==> src/rtl/mem_stage_ctrl.sv <==
// Memory-stage controller: drives data-memory req/ack accesses, stalls M while busy, owns MEM/WB.
// Optional MEM_TIMEOUT_EN adds an access-timeout counter and sticky o_MemErr.
module mem_stage_ctrl #(
   parameter int D_WIDTH        = 32,
   parameter int TIMEOUT_CYCLES = 255
) (
   input  logic               clk,
   input  logic               rst,
   input  logic               i_PCSrcM,
   input  logic               i_RegWriteM,
   input  logic               i_MemtoRegM,
   input  logic               i_MemWriteM,
   input  logic [D_WIDTH-1:0] i_ALUResultM,
   input  logic [D_WIDTH-1:0] i_WriteDataM,
   input  logic [3:0]         i_WA3M,
   output logic               o_StallM,
   output logic               o_dmem_req,
   output logic               o_dmem_we,
   output logic [D_WIDTH-1:0] o_dmem_addr,
   output logic [D_WIDTH-1:0] o_dmem_wdata,
   input  logic               i_dmem_ack,
   input  logic [D_WIDTH-1:0] i_dmem_rdata,
   output logic               o_PCSrcW,
   output logic               o_RegWriteW,
   output logic               o_MemtoRegW,
   output logic [D_WIDTH-1:0] o_ReadDataW,
   output logic [D_WIDTH-1:0] o_ALUOutW,
   output logic [3:0]         o_WA3W,
   output logic               o_MemErr
);

   typedef enum logic [1:0] {IDLE, ACCESS, DONE} state_t;

   state_t             state_q, state_d;
   logic [D_WIDTH-1:0] addr_q, addr_d;
   logic [D_WIDTH-1:0] wdata_q, wdata_d;
   logic [D_WIDTH-1:0] rdata_q, rdata_d;
   logic               we_q, we_d;
   logic               mem_op;
   logic               timeout;

   assign mem_op   = i_MemtoRegM | i_MemWriteM;
   assign o_StallM = ((state_q == IDLE) && mem_op) || (state_q == ACCESS);

`ifdef MEM_TIMEOUT_EN
   localparam int CNT_W = (TIMEOUT_CYCLES > 255) ? 16 : 8;

   logic [CNT_W-1:0] cnt_q, cnt_d;
   logic             err_q, err_d;

   // An ack in the final cycle takes priority over the timeout.
   assign timeout = (state_q == ACCESS) && !i_dmem_ack &&
                    (cnt_q == CNT_W'(TIMEOUT_CYCLES - 1));

   always_comb begin
      cnt_d = cnt_q;
      err_d = err_q;
      if (state_q != ACCESS) begin
         cnt_d = '0;
      end else if (!i_dmem_ack) begin
         cnt_d = cnt_q + 1'b1;
      end
      if (timeout) begin
         err_d = 1'b1;
      end
   end

   always_ff @(posedge clk) begin
      if (rst) begin
         cnt_q <= '0;
         err_q <= 1'b0;
      end else begin
         cnt_q <= cnt_d;
         err_q <= err_d;
      end
   end

   assign o_MemErr = err_q;
`else
   logic unused_timeout_cfg;

   assign unused_timeout_cfg = ^TIMEOUT_CYCLES;
   assign timeout            = 1'b0;
   assign o_MemErr           = 1'b0;
`endif

   always_comb begin
      state_d = state_q;
      addr_d  = addr_q;
      wdata_d = wdata_q;
      rdata_d = rdata_q;
      we_d    = we_q;
      case (state_q)
         IDLE: begin
            if (mem_op) begin
               addr_d  = i_ALUResultM;
               wdata_d = i_WriteDataM;
               we_d    = i_MemWriteM;
               state_d = ACCESS;
            end
         end
         ACCESS: begin
            if (i_dmem_ack) begin
               if (!we_q) begin
                  rdata_d = i_dmem_rdata;
               end
               state_d = DONE;
            end else if (timeout) begin
               rdata_d = '0;
               state_d = DONE;
            end
         end
         DONE:    state_d = IDLE;
         default: state_d = IDLE;
      endcase
   end

   always_ff @(posedge clk) begin
      if (rst) begin
         state_q <= IDLE;
         addr_q  <= '0;
         wdata_q <= '0;
         rdata_q <= '0;
         we_q    <= 1'b0;
      end else begin
         state_q <= state_d;
         addr_q  <= addr_d;
         wdata_q <= wdata_d;
         rdata_q <= rdata_d;
         we_q    <= we_d;
      end
   end

   assign o_dmem_req   = (state_q == ACCESS);
   assign o_dmem_we    = we_q;
   assign o_dmem_addr  = addr_q;
   assign o_dmem_wdata = wdata_q;

   // MEM/WB: a stalled cycle is a bubble; data fields simply hold.
   always_ff @(posedge clk) begin
      if (rst) begin
         o_PCSrcW    <= 1'b0;
         o_RegWriteW <= 1'b0;
         o_MemtoRegW <= 1'b0;
         o_ReadDataW <= '0;
         o_ALUOutW   <= '0;
         o_WA3W      <= '0;
      end else if (o_StallM) begin
         o_PCSrcW    <= 1'b0;
         o_RegWriteW <= 1'b0;
      end else begin
         o_PCSrcW    <= i_PCSrcM;
         o_RegWriteW <= i_RegWriteM;
         o_MemtoRegW <= i_MemtoRegM & ~i_MemWriteM;
         o_ReadDataW <= (state_q == DONE) ? rdata_q : '0;
         o_ALUOutW   <= i_ALUResultM;
         o_WA3W      <= i_WA3M;
      end
   end

endmodule

==> config.mk <==
export PLATFORM = sky130hd
export DESIGN_NAME = mem_stage_ctrl
export DESIGN_NICKNAME = d
export VERILOG_FILES = /design/src/rtl/mem_stage_ctrl.sv
export SDC_FILE = /design/constraint.sdc
export NUM_CORES = 1
export LEC_CHECK = 0
export CORE_ASPECT_RATIO = 1.75
export CORE_MARGIN = 10
export CORE_UTILIZATION = 47
export CTS_CLUSTER_SIZE = 28
export DETAILED_ROUTE_END_ITERATION = 7
export GPL_TIMING_DRIVEN = 0
export HOLD_SLACK_MARGIN = 0.12
export PLACE_DENSITY = 0.86
export SYNTH_ARGS = -nofsm -noshare
export SYNTH_HDL_FRONTEND = slang
export SYNTH_SLANG_ARGS = --single-unit
==> constraint.sdc <==
create_clock -name clk -period 2.2 [get_ports clk]
set_input_delay 0.33 -clock clk [delete_from_list [all_inputs] [get_ports clk]]
set_output_delay 0.33 -clock clk [all_outputs]
set_load 0.01 [all_outputs]
* After elaboration in Yosys (flattened, before gate mapping)
Index checks and enable logic that the tools add are counted.
Operators by class: equal/unequal tests 4, multiplexer cells 4, bitwise operators 4, reductions and logical operators 7
Operators by type and width (number):
- $mux W32 | 1
- $mux W2 | 2
- $pmux W2 S2 | 1
- $reduce_and A2 Y1 | 2
- $reduce_and A3 Y1 | 1
- $eq A2 B1 Y1 const B | 1
- $eq A2 B2 Y1 const B | 1
- $logic_not A2 Y1 | 1
- $ne A2 B1 Y1 const B | 1
- $ne A2 B2 Y1 const B | 1
- $not A1 Y1 | 2
- $reduce_or A2 Y1 | 1
- $and A1 B1 Y1 | 1
- $logic_and A1 B1 Y1 | 1
- $logic_or A1 B1 Y1 | 1
- $or A1 B1 Y1 | 1
Word-level totals: flip-flop bits (word level) 170, input bits 107, output and inout port bits 139, logic and storage cells 30

* Depth between registers and ports, before layout
depth in word-level cells 4, gate-level depth with buffers 6, mapped depth without buffers 3

* Worst setup path before layout
No wires, ideal clock.
path type reg-to-reg, start point register state_q[1], end point register wdata_q[16] (netlist: o_dmem_wdata[16]), library setup time 0.132 ns, data arrival time 1.128 ns, data required time 2.068 ns, slack 0.940 ns, cell stages (with the launch flop) 7, buffers on the path 3, period minus slack after synthesis 1.260 ns, path through dfxtp_1 buf_6 or2_1 buf_6 clkbuf_2 o21ai_0 a21oi_1
Between the ends: word-level cells in the longest chain between the ends 2
Ends and longest elaborated chain:
- start, declared | line 34 | state_t state_q, state_d;
- start signal, assigned | line 126 | state_q <= state_d;
- $logic_not A2 Y1 | line 93 | case (state_q)
- $reduce_and A2 Y1 (no line)
- end signal, assigned | line 128 | wdata_q <= wdata_d;
- end, declared | line 36 | logic [D_WIDTH-1:0] wdata_q, wdata_d;
No other way between the ends. A chain may end at the register's enable or synchronous reset.

* Worst setup path after layout
start point register state_q[0], end point output port o_dmem_req
Between the ends: word-level cells in the longest chain between the ends 1
Ends and longest elaborated chain:
- $eq A2 B1 Y1 | line 134 | assign o_dmem_req = (state_q == ACCESS);
- end, declared | line 17 | output logic o_dmem_req,
No other way between the ends.

==> results.sh <==
export IMPL_multi_input_area_mm2=0.00243
export IMPL_clkSlewWorstSetupHoldPaths_ns=0.07
export IMPL_die_area_mm2=0.0183
export IMPL_yosysMostFrequentCell="dfxtp_1"
export IMPL_layout_nets=1060
export IMPL_pwr_share_clk_pct=39.1
export IMPL_start_util_pct=47.7
export IMPL_synthTopCellsByArea="dfxtp_1 (55%), nand2_1 (8.3%), a21oi_1 (7.9%), mux2i_1 (5.8%), nand3_1 (5.2%)"
export IMPL_ys_ff_latch=170
export IMPL_final_area_mm2=0.00943
export IMPL_via_per_inst=5.34
export IMPL_endpoint_kind="primary output"
export IMPL_nFillCells=993
export IMPL_fin_util_pct=72.9
export IMPL_ios=246
export IMPL_grt_ovfl_total=0
export IMPL_dr_pass1_iters=5
export IMPL_htree_levels=4
export IMPL_yosysWarnings=0
export IMPL_syn2layout_area_growth_pct=52.7
export IMPL_yosysTopAreaCell="dfxtp_1"
export IMPL_peakVddDrop_v=0.000494
export IMPL_syn_num_nets=796
export IMPL_synthCells=689
export IMPL_wl_per_cell_um=19.1
export IMPL_drtIter0Drc=240
export IMPL_root_buffer="clkbuf_16"
export IMPL_final_setup_skew_ns=0.00970
export IMPL_vias=6078
export IMPL_synth_async_sr_flop_share_pct=0
export IMPL_drc=0
export IMPL_clock_sinks=170
export IMPL_critPathSlowestCell="clkdlybuf4s50_1"
export IMPL_critPathKind="reg -> out"
export IMPL_fin_crit_ns=1.95
export IMPL_clock_fmax_ghz=0.513
export IMPL_p_switching_mw=2.03
export IMPL_drive_above_1_share_pct=8.07
export IMPL_cts_tree="done"
export IMPL_grt_pass1_wl_mm=33.6
export IMPL_max_stage_delay_ns=0.60
export IMPL_io_buffers=244
export IMPL_setup_ws_ns=0.251
export IMPL_status="finished clean"
export IMPL_pwr_share_seq_pct=44.7
export IMPL_crit_chain="nor2b_1 -> clkdlybuf4s50_1"
export IMPL_rows=55
export IMPL_critPathMaxFanout=7
export IMPL_grt_total_usage_pct=23.3
export IMPL_cp_start_kind="register"
export IMPL_p_int_mw=5.43
export IMPL_synthFlopType="dfxtp_1"
export IMPL_yosysTopAreaCellShare_pct=55.1
export IMPL_wirelength_mm=21.7
export IMPL_combPwrFrac_pct=16.2
export IMPL_hpwlAfterDp_mm=16.6
export IMPL_cts_made_buffers=17
export IMPL_p_total_mw=7.45
export IMPL_insertion_delay_ns=0.42
export IMPL_slew_viol_final=0
export IMPL_setup_tns_ns=0
export IMPL_synth_cell_types=29
export IMPL_synth_area_mm2=0.00618
export IMPL_gp_congestion=0.836
export IMPL_whs_ns=0.400
export IMPL_postCtsHoldBufs=0
export IMPL_grt_setup_unrepaired="no"
export IMPL_grt_max_degree=18
export IMPL_hp_class="in -> reg"
export IMPL_finalHoldViolations=0
export IMPL_postPlaceCellArea_mm2=0.00883
export IMPL_slew_headroom_pct=56.2
export IMPL_leakagePower_nw=3.68
export IMPL_post_place_ws_ns=-0.259
export IMPL_setup_violations=0
export IMPL_chipWidth_um=107
export IMPL_timing_max_cap_violations=0
export IMPL_final_cells=1138
export IMPL_ys_seq_area_share_pct=55.1
export IMPL_tightest_slew_ns=0.656
export IMPL_fin_crit_sh_pct=88.6
export IMPL_required_ns=1.87
export IMPL_grt_pass1_vias=6221
export IMPL_dp_cells=1104
export IMPL_antenna_left=0
export IMPL_regArea_mm2=0.00340
export IMPL_fp_dieH_um=172
export IMPL_synth_common_cells="dfxtp_1 (170), nand2_1 (137), a21oi_1 (97), nand3_1 (64), o21ai_0 (56)"
export IMPL_swShare_pct=27.2
export IMPL_synth_edff_count=0
export IMPL_worstPathArrival_ns=1.62
export IMPL_antenna_found_initial=1
export IMPL_p_per_area_mw_per_mm2=791
export IMPL_syn_area_per_cell_um2=8.96
export IMPL_clock_path_buffers=2
export IMPL_fp_coreArea_mm2=0.0129
-- cells by family after synthesis --
| kind of cell | synth area share, % |
|---|---|
| compound gates | 17.9 |
| buf+inv | 5.57 |
| flops | 55.1 |
| mux | 5.83 |
| other cells | 0.0607 |
| simple gates | 15.5 |
-- power groups by stage --
stage / clock (mW) / combinational [mW] / sequential, mW
finish: 2.92 / 1.20 / 3.33
global route: 3.09 / 1.31 / 3.35
CTS: 2.96 / 1.21 / 3.33
detailed placement: 0 / 1.20 / 3.40
global placement: 0 / 1.19 / 3.39
floorplan: 0 / 0.460 / 3.46
-- flip-flops by register name, indices dropped and copies added (netlist names), 2 cells and up --
| name | cells |
|---|---|
| o_ALUOutW | 32 |
| o_ReadDataW | 32 |
| o_WA3W | 4 |
| o_dmem_addr | 32 |
| o_dmem_wdata | 32 |
| rdata_q | 32 |
| state_q | 2 |
-- layer usage --
layer | vias up | track usage (%) | share of wire [%]
met2 | 221 | 42.1 | 54
met1 | 2890 | 23.1 | 35
met5 | - | 0 | 0
li1 | 2911 | - | -
met3 | 56 | 6.44 | 6.6
met4 | 0 | 13.8 | 4.4
-- final cells by class --
cell class / count / share of cell area (%)
Buffer: 66 / 3.57
Clock buffer: 19 / 4.80
Inverter: 3 / 0.119
Multi-Input combinational cell: 450 / 25.8
Sequential cell: 170 / 36.1
Clock inverter: 13 / 1.35
Tap cell: 171 / 2.27
Timing Repair Buffer: 245 / 26.0
Antenna cell: 1 / 0.0265
-- worst max-delay path: cells and delay by family, from the launching register on --
kind / cells / cell delay (ns)
buf+inv: 1 / 0.60
flops: 1 / 0.39
simple gates: 1 / 0.22
-- final timing paths --
| kind | cells past startpoint | to | from | slack, ns |
|---|---|---|---|---|
| max | 2 | o_dmem_req | state_q[0]$_SDFFE_PP0P_ | 0.25 |
| min | 3 | o_dmem_we$_SDFFE_PP0P_ | i_MemWriteM | 0.40 |
| max reg2reg | 6 | o_dmem_addr[28]$_SDFFE_PP0P_ | state_q[1]$_SDFFE_PP0P_ | 0.75 |
| min reg2reg | 2 | rdata_q[28]$_SDFFE_PP0P_ | rdata_q[28]$_SDFFE_PP0P_ | 0.46 |
-- placed cells by master (no fill, tap or decap), types with 3 or more instances in the layout --
master | Yosys | final
nand3_1 | 64 | 64
nand2_1 | 137 | 137
a21oi_1 | 97 | 97
clkbuf_2 | 5 | 5
mux2i_1 | 36 | 36
clkbuf_16 | 0 | 17
buf_4 | 10 | 10
o21ai_0 | 56 | 56
clkdlybuf4s50_1 | 0 | 242
inv_1 | 3 | 3
buf_2 | 21 | 21
o21ai_1 | 9 | 9
inv_8 | 0 | 4
dfxtp_1 | 170 | 169
buf_6 | 2 | 3
clkbuf_1 | 28 | 28
inv_6 | 0 | 5
a22o_1 | 32 | 32
-- repair_timing --
action / CTS / global route
setup endpoints to repair: 1 / 0
setup buffers: 1 / 0
gates resized for setup: 5 / 0
(Power assumes the default switching activity.)
